**src/rtl/tinyalu_pkg.sv**
```systemverilog
// rtl/tinyalu_pkg.sv - shared TinyALU serial framing types and constants
package tinyalu_pkg;

    typedef enum logic {
        DATA = 1'b0,
        CMD  = 1'b1
    } payload_type_t;

    typedef enum logic [1:0] {
        WAIT_A   = 2'd0,
        WAIT_B   = 2'd1,
        WAIT_CMD = 2'd2
    } rx_state_t;

    localparam int WORD_LEN   = 10;
    localparam int ERR_PARITY = 0;
    localparam int ERR_SEQ    = 1;
    localparam int ERR_ABORT  = 2;

endpackage

```
**src/rtl/tinyalu_serial_rx_if.sv**
```systemverilog
// rtl/tinyalu_serial_rx_if.sv - parallel command handshake from receiver to ALU core
interface tinyalu_serial_rx_if #(
    parameter int DATA_W = 8
);
    logic              out_valid;
    logic              out_ready;
    logic [DATA_W-1:0] out_a;
    logic [DATA_W-1:0] out_b;
    logic [DATA_W-1:0] out_op;
    logic [2:0]        out_err;

    modport master (
        output out_valid, out_a, out_b, out_op, out_err,
        input  out_ready
    );

    modport slave (
        input  out_valid, out_a, out_b, out_op, out_err,
        output out_ready
    );
endinterface

```
**src/rtl/tinyalu_word_rx.sv**
```systemverilog
// rtl/tinyalu_word_rx.sv - serial word deframer: shift register, bit counter, parity check
module tinyalu_word_rx
    import tinyalu_pkg::*;
#(
    parameter int DATA_W = 8
) (
    input  logic              clk,
    input  logic              rst_n,
    input  logic              enable_n,
    input  logic              din,
    output logic              word_done,
    output payload_type_t     word_type,
    output logic [DATA_W-1:0] word_data,
    output logic              parity_err,
    output logic              abort
);
    localparam int WL = DATA_W + 2;
    localparam int CW = $clog2(WL);

    logic [WL-2:0] sr_q;
    logic [CW-1:0] cnt_q;
    logic [WL-1:0] word;

    // The final bit is taken straight from din so the word is usable on the edge that samples it.
    assign word       = {sr_q, din};
    assign word_done  = !enable_n && (cnt_q == CW'(WL - 1));
    assign word_type  = payload_type_t'(word[WL-1]);
    assign word_data  = word[WL-2:1];
    assign parity_err = ^word;
    assign abort      = enable_n && (cnt_q != '0);

    always_ff @(posedge clk or negedge rst_n) begin
        if (!rst_n) begin
            sr_q  <= '0;
            cnt_q <= '0;
        end else if (!enable_n) begin
            sr_q  <= word[WL-2:0];
            cnt_q <= word_done ? '0 : cnt_q + CW'(1);
        end else if (abort) begin
            cnt_q <= '0;
        end
    end
endmodule

```
**src/rtl/tinyalu_serial_rx.sv**
```systemverilog
// rtl/tinyalu_serial_rx.sv - TinyALU serial command receiver: frame FSM and one-deep output buffer
module tinyalu_serial_rx
    import tinyalu_pkg::*;
#(
    parameter int DATA_W = 8
) (
    input  logic                clk,
    input  logic                rst_n,
    input  logic                enable_n,
    input  logic                din,
    tinyalu_serial_rx_if.master cmd,
    output logic                overrun
);
    logic              word_done;
    payload_type_t     word_type;
    logic [DATA_W-1:0] word_data;
    logic              parity_err;
    logic              abort;

    tinyalu_word_rx #(.DATA_W(DATA_W)) u_word_rx (
        .clk        (clk),
        .rst_n      (rst_n),
        .enable_n   (enable_n),
        .din        (din),
        .word_done  (word_done),
        .word_type  (word_type),
        .word_data  (word_data),
        .parity_err (parity_err),
        .abort      (abort)
    );

    rx_state_t         state_q, state_d;
    logic [DATA_W-1:0] a_q, a_d, b_q, b_d, op_q, op_d;
    logic [2:0]        err_q, err_d, err_acc;
    logic              deliver;

    logic              valid_q, overrun_q;
    logic [DATA_W-1:0] oa_q, ob_q, oop_q;
    logic [2:0]        oerr_q;

    always_ff @(posedge clk or negedge rst_n) begin
        if (!rst_n) state_q <= WAIT_A;
        else        state_q <= state_d;
    end

    always_comb begin
        state_d = state_q;
        if (word_done) begin
            case (state_q)
                WAIT_A:   state_d = (word_type == DATA) ? WAIT_B   : WAIT_A;
                WAIT_B:   state_d = (word_type == DATA) ? WAIT_CMD : WAIT_A;
                WAIT_CMD: state_d = (word_type == DATA) ? WAIT_CMD : WAIT_A;
                default:  state_d = WAIT_A;
            endcase
        end
    end

    // Any CMD word closes the frame; a CMD out of order still carries its opcode.
    always_comb begin
        a_d     = a_q;
        b_d     = b_q;
        op_d    = op_q;
        deliver = 1'b0;
        err_acc = err_q;
        if (abort) err_acc[ERR_ABORT] = 1'b1;
        if (word_done) begin
            if (parity_err) err_acc[ERR_PARITY] = 1'b1;
            if (word_type == DATA) begin
                case (state_q)
                    WAIT_A:  a_d = word_data;
                    WAIT_B:  b_d = word_data;
                    default: err_acc[ERR_SEQ] = 1'b1;
                endcase
            end else begin
                if (state_q != WAIT_CMD) err_acc[ERR_SEQ] = 1'b1;
                op_d    = word_data;
                deliver = 1'b1;
            end
        end
        err_d = deliver ? 3'b000 : err_acc;
    end

    always_ff @(posedge clk or negedge rst_n) begin
        if (!rst_n) begin
            a_q   <= '0;
            b_q   <= '0;
            op_q  <= '0;
            err_q <= '0;
        end else begin
            a_q   <= a_d;
            b_q   <= b_d;
            op_q  <= op_d;
            err_q <= err_d;
        end
    end

    // A completing frame may replace a command accepted on the same edge.
    always_ff @(posedge clk or negedge rst_n) begin
        if (!rst_n) begin
            valid_q   <= 1'b0;
            overrun_q <= 1'b0;
            oa_q      <= '0;
            ob_q      <= '0;
            oop_q     <= '0;
            oerr_q    <= '0;
        end else begin
            overrun_q <= 1'b0;
            if (deliver && valid_q && !cmd.out_ready) begin
                overrun_q <= 1'b1;
            end else if (deliver) begin
                valid_q <= 1'b1;
                oa_q    <= a_d;
                ob_q    <= b_d;
                oop_q   <= op_d;
                oerr_q  <= err_acc;
            end else if (valid_q && cmd.out_ready) begin
                valid_q <= 1'b0;
            end
        end
    end

    assign cmd.out_valid = valid_q;
    assign cmd.out_a     = oa_q;
    assign cmd.out_b     = ob_q;
    assign cmd.out_op    = oop_q;
    assign cmd.out_err   = oerr_q;
    assign overrun       = overrun_q;
endmodule

```
**src/flat_wrapper.sv**
```systemverilog
// flat-port wrapper written by rule: the top's interface ports become plain ports
module tinyalu_serial_rx_flat import tinyalu_pkg::*;
#(
    parameter int DATA_W = 8
)
  (clk, rst_n, enable_n, din, overrun, cmd_out_valid, cmd_out_a, cmd_out_b, cmd_out_op, cmd_out_err, cmd_out_ready);
  tinyalu_serial_rx_if #(.DATA_W(DATA_W)) cmd_i ();
  input  logic clk;
  input  logic rst_n;
  input  logic enable_n;
  input  logic din;
  output logic overrun;
  output wire logic [$bits(cmd_i.out_valid)-1:0] cmd_out_valid;
  output wire logic [$bits(cmd_i.out_a)-1:0] cmd_out_a;
  output wire logic [$bits(cmd_i.out_b)-1:0] cmd_out_b;
  output wire logic [$bits(cmd_i.out_op)-1:0] cmd_out_op;
  output wire logic [$bits(cmd_i.out_err)-1:0] cmd_out_err;
  input wire logic [$bits(cmd_i.out_ready)-1:0] cmd_out_ready;
  assign cmd_out_valid = cmd_i.out_valid;
  assign cmd_out_a = cmd_i.out_a;
  assign cmd_out_b = cmd_i.out_b;
  assign cmd_out_op = cmd_i.out_op;
  assign cmd_out_err = cmd_i.out_err;
  assign cmd_i.out_ready = cmd_out_ready;
  tinyalu_serial_rx #(.DATA_W(DATA_W)) u_core (.clk(clk), .rst_n(rst_n), .enable_n(enable_n), .din(din), .cmd(cmd_i), .overrun(overrun));
endmodule
```
**config.mk**
```make
export PLATFORM = sky130hd
export DESIGN_NAME = tinyalu_serial_rx_flat
export DESIGN_NICKNAME = d
export VERILOG_FILES = /design/src/rtl/tinyalu_pkg.sv /design/src/rtl/tinyalu_serial_rx_if.sv /design/src/rtl/tinyalu_word_rx.sv /design/src/rtl/tinyalu_serial_rx.sv /design/src/flat_wrapper.sv
export SDC_FILE = /design/constraint.sdc
export NUM_CORES = 1
export LEC_CHECK = 0
export BUFFER_PORTS_ARGS = -buffer_cell sky130_fd_sc_hd__buf_2
export CAP_MARGIN = 20
export CORE_ASPECT_RATIO = 2
export CORE_UTILIZATION = 45
export DETAILED_ROUTE_END_ITERATION = 8
export PLACE_DENSITY = 0.76
export SKIP_CTS_REPAIR_TIMING = 1
export SLEW_MARGIN = 30
export SYNTH_ARGS = -nofsm -noshare
export SYNTH_HDL_FRONTEND = slang
export SYNTH_HIERARCHICAL = 1
export SYNTH_SLANG_ARGS = --single-unit
```
**constraint.sdc**
```tcl
create_clock -name clk -period 2.3 [get_ports clk]
set_input_delay 0.23 -clock clk [delete_from_list [all_inputs] [get_ports clk]]
set_output_delay 0.23 -clock clk [all_outputs]
set_load 0.02 [all_outputs]
```
[Word-level counts from Yosys, hierarchy flattened]
Index checks and enable logic that the tools add are counted.
Storage, ports and cells
  word-level logic and storage cells: 61
  register bits: 71
  bits of input ports: 5
Cells by class
  multiplexer cells: 26
  reductions and logical operators: 15
  eq/ne operators: 5
  bitwise operators: 1
  add/subtract/negate cells: 1
Operators with widths (number)
  $mux 8: 8
  $mux 4: 3
  $mux 1: 11
  $reduce_xor 10->1: 1
  $logic_and 1x1->1: 5
  $add 4x1->4 const B: 1
  $eq 4x4->1 const B: 1
  $mux 2: 2
  $pmux 2 s2: 1
  $reduce_and 2->1: 2
  $reduce_bool 4->1: 1
  $reduce_or 2->1: 2
  $mux 3: 1
  $eq 2x1->1 const B: 1
  $eq 2x2->1 const B: 1
  $logic_not 1->1: 2
  $logic_not 2->1: 1
  $ne 2x1->1 const B: 1
  $ne 2x2->1 const B: 1
  $reduce_bool 2->1: 1
  $not 1->1: 1

[Longest topological paths before layout]
Gate-level depths: netlist (run 1).
  depth in word-level cells: 7
  mapped depth: 9
  mapped depth without buffers: 7

[By module]
Netlist (run 1), hierarchy kept.
Modules (own cells, without submodules)
  tinyalu_serial_rx: area an instance 2033.2 sq um, cells an instance 123, times used 1
  tinyalu_word_rx: area an instance 686.9 sq um, cells an instance 56, times used 1

[Least setup slack after synthesis (run 1)]
No wires, ideal clock.
  path kind: flip-flop to flip-flop
  start point: register u_core.u_word_rx.cnt_q[1]
  end point: register u_core.oa_q[6] (netlist: u_core/cmd.out_a[6])
  buffers on the path: 2
  data arrival time: 1.968 ns
  stages on the path, launching flop included: 10
  setup time: 0.125 ns
  slack: 0.207 ns
  path through: dfrtp_1 inv_1 ha_1 nand2_1 nor3_1 nand2_2 nor2b_4 buf_6 buf_12 mux2_4
Between the ends
  cells in the longest elaborated chain, start to end: 7
Ends and longest elaborated chain
  from (decl): RTL line tinyalu_word_rx.sv:21  | logic [CW-1:0] cnt_q;
  from (signal assigned): RTL line tinyalu_word_rx.sv:38  | cnt_q <= word_done ? '0 : cnt_q + CW'(1);
  $eq 4x4->1 *: RTL line tinyalu_word_rx.sv:26  | assign word_done = !enable_n && (cnt_q == CW'(WL - 1));
  $logic_and 1x1->1 *: RTL line tinyalu_word_rx.sv:26
  net u_core.word_done: RTL line tinyalu_serial_rx.sv:14  | logic word_done;
  $mux 1: RTL line tinyalu_serial_rx.sv:66  | if (word_done) begin
  $logic_and 1x1->1 (2 in series): RTL line tinyalu_serial_rx.sv:108  | if (deliver && valid_q && !cmd.out_ready) begin
  $not 1->1 (no source line)
  $reduce_and 2->1 (no source line)
  to (signal assigned): RTL line tinyalu_serial_rx.sv:102  | oa_q <= '0;
  to (signal assigned): RTL line tinyalu_serial_rx.sv:112  | oa_q <= a_d;
  to (decl): RTL line tinyalu_serial_rx.sv:38  | logic [DATA_W-1:0] oa_q, ob_q, oop_q;
The timed path passes the listed nets; every way through them passes the cells marked *.
A chain may end at the register's enable or synchronous reset.

[Worst setup path after layout (run 1)]
  start point: register u_core.u_word_rx.cnt_q[1]
  end point: register u_core.a_q[2]
Between the ends
  cells in the longest elaborated chain, start to end: 3
Ends and longest elaborated chain
  $eq 4x4->1: RTL line tinyalu_word_rx.sv:26
  $logic_and 1x1->1: RTL line tinyalu_word_rx.sv:26
  net u_core.word_done: RTL line tinyalu_serial_rx.sv:14
  $mux 8: RTL line tinyalu_serial_rx.sv:66
  net u_core.a_d[2]: RTL line tinyalu_serial_rx.sv:33  | logic [DATA_W-1:0] a_q, a_d, b_q, b_d, op_q, op_d;
  to (signal assigned): RTL line tinyalu_serial_rx.sv:85  | a_q <= '0;
  to (signal assigned): RTL line tinyalu_serial_rx.sv:90  | a_q <= a_d;
  to (decl): RTL line tinyalu_serial_rx.sv:33
The timed path passes the listed nets, and every way through them passes these cells.

==> results.json, run 1 <==
{
  "max_clock_freq_mhz": 486.1,
  "slowest_stage": "dfrtp_1",
  "worstSetupEndpointType": "flop",
  "power_switching_mw": 0.8469,
  "setup_violations": 0,
  "maxCapViolations": 0,
  "slew_headroom_pct": 50.90,
  "synth_adder_area_share_pct": 3.220,
  "rr_worst_depth": 8,
  "crit_chain": "inv_1, ha_1, nand2_1, nor3_1, buf_4, and2b_1, nand2_2, mux2_2",
  "clk_path_buf_depth": 2,
  "io_buffers": 33,
  "slew_viol_final": 0,
  "syn_to_final_growth_pct": 21.16,
  "rr_endpoint": "u_core/a_q[2]",
  "dr.pass1.iters": 6,
  "final_common_cell": "dfrtp_1",
  "clock_skew_ps": 7.239,
  "grt_setup_unrepaired": "no",
  "violations": "DRC, hold timing",
  "power.share.clock_pct": 44.1,
  "synthXorXnorAreaFrac_pct": 3.358,
  "cp_top_family": "simple AND/OR/NAND/NOR gates",
  "setup_tns_ps": 0,
  "vias": 1479,
  "io_pins": 34,
  "core.rowCount": 39,
  "dp_hpwl_um": 3186,
  "cts_sinks": 63,
  "antenna_found_initial": 0,
  "grt_overflow": 0,
  "r2r_slack_ps": 240,
  "synth_area_sq_um": 2720,
  "netlist_instances": 179,
  "required_ps": 2510,
  "grt_usage_pct": 16.89,
  "synthMuxAreaShare_pct": 24.29,
  "initial_core_util_pct": 47.24,
  "powerDensity_nw_per_um2": 1045,
  "fin_nets": 234,
  "synth_compound_area_share_pct": 2.668,
  "synth_simple_gate_area_share_pct": 5.244,
  "final_antenna_net_count": 0,
  "core-area_sq_um": 5758,
  "worstMarginPinSlew_ps": 736.5,
  "finalHoldViolCount": 31,
  "routed_wl_um": 4537,
  "yosysUniqueCellTypes": 29,
  "combPwrFrac_pct": 15.7,
  "drt-vias-per-instance": 5.135,
  "drive_above_1_share_pct": 48.46,
  "clk_pin_slew_worst_paths_ps": 50,
  "ys_seq_area_share_pct": 57.96,
  "cts_buffers": 9,
  "fp.dieH_um": 112.0,
  "totalPowerFinal_mw": 3.443,
  "crit_fanout": 9,
  "h-tree-depth": 3,
  "ir_drop_v": 0.0006603,
  "crit_buf_inv": 2,
  "r2r-start": "u_core/u_word_rx/cnt_q[1]",
  "critPathMaxStageDelay_ps": 410,
  "grt_pass1_vias": 1569,
  "synth_nets": 191,
  "drtIter0Drc": 31,
  "post_drt_wl_per_cell_um": 15.75,
  "critPathLaunchType": "flop",
  "seq_power_share_pct": 40.2,
  "antenna_cells": 0,
  "cts_tree": "yes",
  "period_needed_ps": 2057,
  "synth_top_family_by_area": "multiplexers",
  "cts-root-buf": "clkbuf_16",
  "outcome": "finished, violations left",
  "path_class": "flop to flop",
  "grt_max_degree": 33,
  "nFillCells": 463,
  "ys_seq_elements": 63,
  "holdCritPathClass": "primary input to asynchronous set/reset pin",
  "swShare_pct": 24.60,
  "ys.warnings.count": 6,
  "place_congestion": 0.8797,
  "cp.arrival_ps": 2260,
  "period_share_pct": 89.44,
  "drc": 3,
  "final_cell_mix": "dfrtp_1 (63), buf_2 (33), mux2_2 (32)",
  "syn_avg_cell_area_sq_um": 15.20,
  "p_int_mw": 2.596,
  "whs_ps": -32.70,
  "grt_pass1_wl_um": 7886,
  "die-area_sq_um": 6378,
  "die_w_um": 56.98,
  "p_leak_nw": 1.700,
  "clk_latency_ps": 330
}
[final cells by class]
cell class	count	area, sq um	share of cell area [%]
inverters	6	22.52	0.6834
clock inverters	6	108.9	3.303
well taps	61	76.32	2.316
multi-input cells	104	1055	32.00
flip-flops and latches	63	1577	47.84
clock buffers	10	229.0	6.948
repair buffers	38	227.7	6.910
[Yosys cell counts, drive strengths merged]
cell type | count | share of area, %
o21a | 1 | 0.28
nand2 | 7 | 1.2
inv | 6 | 0.83
dfrtp | 63 | 58
xnor2 | 7 | 2.5
mux2i | 3 | 1.1
xnor3 | 1 | 0.83
buf | 6 | 2.4
and4bb | 1 | 0.46
a21boi | 2 | 0.55
nor3 | 1 | 0.18
nor3b | 1 | 0.28
nor2b | 2 | 0.74
o21ai | 4 | 0.74
a21oi | 6 | 1.1
nand3b | 1 | 0.28
ha | 7 | 3.2
nand2b | 2 | 0.46
mux2 | 50 | 23
or3b | 1 | 0.32
and2b | 1 | 0.28
nor2 | 5 | 0.69
and3b | 1 | 0.32
[worst register-to-register path: cells and delay by family, from the launching register on]
kind | cells | cell delay (ps)
DFF | 1 | 410
muxes | 1 | 330
and+or+nand+nor | 4 | 720
adders and majority gates | 1 | 180
buffers and inverters | 2 | 300
[logic make-up (layout without fill, tap and decap cells)]
logic type                 Yosys count  in the layout
buffers and inverters               12             60
DFF                                 63             63
and+or+nand+nor                     23             23
adders and majority gates            7              7
muxes                               53             53
AOI/OAI and AO/OA                   13             13
xor gates and xnor gates             8              8
[power by group through the flow]
stage | Combinational [mW] | Sequential [mW] | Clock [mW]
6_report | 0.540 | 1.38 | 1.52
5_1_grt | 0.598 | 1.41 | 1.60
4_1_cts | 0.548 | 1.39 | 1.55
2_1_floorplan | 0.404 | 1.38 | 0
3_3_place_gp | 0.537 | 1.40 | 0
3_5_place_dp | 0.546 | 1.41 | 0
[how the worst max path moves through the flow]
stage	from	depth (start not counted)	end
detailed placement	u_core/u_word_rx/cnt_q[1]	8	u_core/a_q[1]
finish	u_core/u_word_rx/cnt_q[1]	8	u_core/a_q[2]
floorplan	u_core/u_word_rx/cnt_q[1]	9	u_core/cmd.out_a[6]
CTS	u_core/u_word_rx/cnt_q[1]	8	u_core/a_q[5]
global placement	u_core/u_word_rx/cnt_q[1]	8	u_core/a_q[2]
global route	u_core/u_word_rx/cnt_q[1]	8	u_core/a_q[2]
[layer usage]
layer | global-route usage [%] | vias to the layer above | wire length [um]
li1 | - | 703 | -
met1 | 19.11 | 746 | 1806
met2 | 27.84 | 20 | 2506
met3 | 5.343 | 10 | 109
met4 | 8.943 | 0 | 114
met5 | 0 | - | 0
[metrics by stage]
stage / hold WS [ps] / std cells / setup WS [ps] / area (sq um) / utilization (%)
2_1_floorplan: -65.59 / 179 / 207.2 / 2720 / -
3_3_place_gp: 324.1 / 272 / 356.2 / 2958 / 51.37
3_5_place_dp: 337.6 / 272 / 256.0 / 2958 / 51.37
4_1_cts: -13.00 / 288 / 254.9 / 3296 / 57.24
5_1_grt: 31.47 / 288 / 93.36 / 3296 / 57.24
6_report: -32.70 / 288 / 242.9 / 3296 / 57.24
[state kept, by name, indices dropped and copies added, names as in the netlist]
name                    cells
u_core/u_word_rx/sr_q       9
u_core/cmd.out_valid        1
u_core/cmd.out_b            8
u_core/cmd.out_a            8
u_core/state_q              2
u_core/cmd.out_err          3
u_core/err_q                3
u_core/cmd.out_op           8
u_core/b_q                  8
u_core/a_q                  8
u_core/u_word_rx/cnt_q      4
u_core/overrun              1
Power figures use the tool's default switching activity.
==> inputs of run 2 (changes only) <==
BUFFER_PORTS_ARGS = unset   (was -buffer_cell sky130_fd_sc_hd__buf_2)
DONT_BUFFER_PORTS = 1   (was unset)
PLACE_DENSITY = 0.72   (was 0.76)
SLEW_MARGIN = 25   (was 30)
==> results.json, run 2 (synthesis gave the netlist of run 1 again) <==
{
  "worstSetupEndpointType": "flop",
  "syn_to_final_growth_pct": 15.82,
  "grt_max_degree": 64,
  "drtIter0Drc": 29,
  "worstMarginPinSlew_ps": 297.7,
  "slew_headroom_pct": 80.15,
  "max_clock_freq_mhz": 483.5,
  "vias": 1420,
  "r2r-start": "u_core/u_word_rx/cnt_q[1]",
  "outcome": "finished, violations left",
  "grt_usage_pct": 17.11,
  "setup_violations": 0,
  "grt_pass1_wl_um": 7976,
  "final_antenna_net_count": 0,
  "worstHoldStart": "din",
  "swShare_pct": 25.36,
  "drt-vias-per-instance": 5.547,
  "dr.pass1.iters": 6,
  "h-tree-depth": 3,
  "critPathLaunchType": "flop",
  "drc": 2,
  "largest_register": "u_core/u_word_rx/sr_q",
  "dp_hpwl_um": 3306,
  "io_pins": 34,
  "crit_fanout": 20,
  "fp.dieH_um": 112.0,
  "cts_tree": "yes",
  "core.rowCount": 39,
  "clk_pin_slew_worst_paths_ps": 50,
  "hold_path_end": "u_core/u_word_rx/sr_q[0]",
  "cp.arrival_ps": 2280,
  "antenna_found_initial": 0,
  "period_needed_ps": 2068,
  "totalPowerFinal_mw": 3.464,
  "p_leak_nw": 1.535,
  "setup_slack_ps": 231.6,
  "ir_drop_v": 0.0006289,
  "clock_skew_ps": 5.099,
  "power_switching_mw": 0.8784,
  "drive_above_1_share_pct": 38.97,
  "period_share_pct": 89.93,
  "finalHoldViolCount": 0,
  "post_drt_wl_per_cell_um": 18.70,
  "seq_power_share_pct": 41.1,
  "maxCapViolations": 0,
  "io_buffers": 0,
  "slew_viol_final": 0,
  "rr_endpoint": "u_core/cmd.out_a[2]",
  "place_ws_ps": 259.8,
  "grt_pass1_vias": 1644,
  "core-area_sq_um": 5758,
  "rr_worst_depth": 9,
  "antenna_cells": 0,
  "combPwrFrac_pct": 15.1,
  "violations": "DRC",
  "powerDensity_nw_per_um2": 1100,
  "clk_latency_ps": 330,
  "fin_nets": 202,
  "cts_buffers": 9,
  "holdCritPathClass": "primary input to flop",
  "required_ps": 2510,
  "cts_sinks": 63,
  "setup_tns_ps": 0,
  "cts-root-buf": "clkbuf_16",
  "hold_depth": 1,
  "die_w_um": 56.98,
  "place_congestion": 0.7236,
  "final_cell_mix": "dfrtp_1 (63), mux2_2 (32), mux2_4 (18)",
  "p_int_mw": 2.586,
  "r2r_slack_ps": 230,
  "initial_core_util_pct": 47.24,
  "grt_overflow": 0,
  "power.share.clock_pct": 43.8,
  "routed_wl_um": 4786,
  "clk_path_buf_depth": 2,
  "largest_reg_flops": 9,
  "die-area_sq_um": 6378,
  "grt_setup_unrepaired": "no",
  "final_common_cell": "dfrtp_1",
  "path_class": "flop to flop"
}
[run 2: per-layer routing]
layer | part of all wire, % | routed length (um) | GRT usage [%] | vias up
met1 | 36 | 1733 | 16.96 | 727
met2 | 55 | 2649 | 28.55 | 35
li1 | - | - | - | 642
met3 | 4.6 | 219 | 6.852 | 16
met4 | 3.8 | 183 | 11.38 | 0
met5 | 0 | 0 | 0 | -
[run 2: how the worst max path moves through the flow]
stage	start	to	slack, ps	depth (start not counted)
after floorplan	u_core/u_word_rx/cnt_q[1]	u_core/cmd.out_a[6]	210	9
after global placement	u_core/u_word_rx/cnt_q[1]	u_core/cmd.out_a[1]	400	9
after detailed placement	u_core/u_word_rx/cnt_q[1]	u_core/cmd.out_b[6]	260	9
after CTS	u_core/u_word_rx/cnt_q[1]	u_core/cmd.out_b[6]	240	9
after global routing	u_core/u_word_rx/cnt_q[1]	u_core/cmd.out_b[6]	150	9
final	u_core/u_word_rx/cnt_q[1]	u_core/cmd.out_a[2]	230	9
[run 2: area by class of cell]
class,instances,area (sq um)
sequential,63,1577
inverter,6,22.52
clock inverter,6,108.9
tap,61,76.32
fill,476,2608
multi-input combinational,104,1055
timing repair buffer,6,82.58
clock buffer,10,229.0
[run 2: per-stage QoR]
stage	cells	hold slack (ps)	instance area (sq um)	utilization, %
2_1_floorplan	179	-65.59	2720	-
3_3_place_gp	237	-63.68	2765	48.02
3_5_place_dp	237	-64.13	2765	48.02
4_1_cts	253	-416.0	3103	53.89
5_1_grt	256	47.56	3151	54.72
6_report	256	53.07	3151	54.72
[run 2: worst max-delay path, cell delays in order, from the launching register on]
cell	delay [ps]
dfrtp_1	420
inv_1	90
ha_1	190
nand2_1	70
nor3_1	170
buf_4	190
nand2_2	100
nor2b_4	170
buf_12	190
mux2_2	360
[run 2: power groups by stage]
stage	clock network [mW]	logic, mW	registers, mW
3_3_place_gp	0	0.438	1.43
6_report	1.52	0.523	1.42
4_1_cts	1.55	0.492	1.43
5_1_grt	1.60	0.571	1.45
3_5_place_dp	0	0.488	1.45
2_1_floorplan	0	0.404	1.38
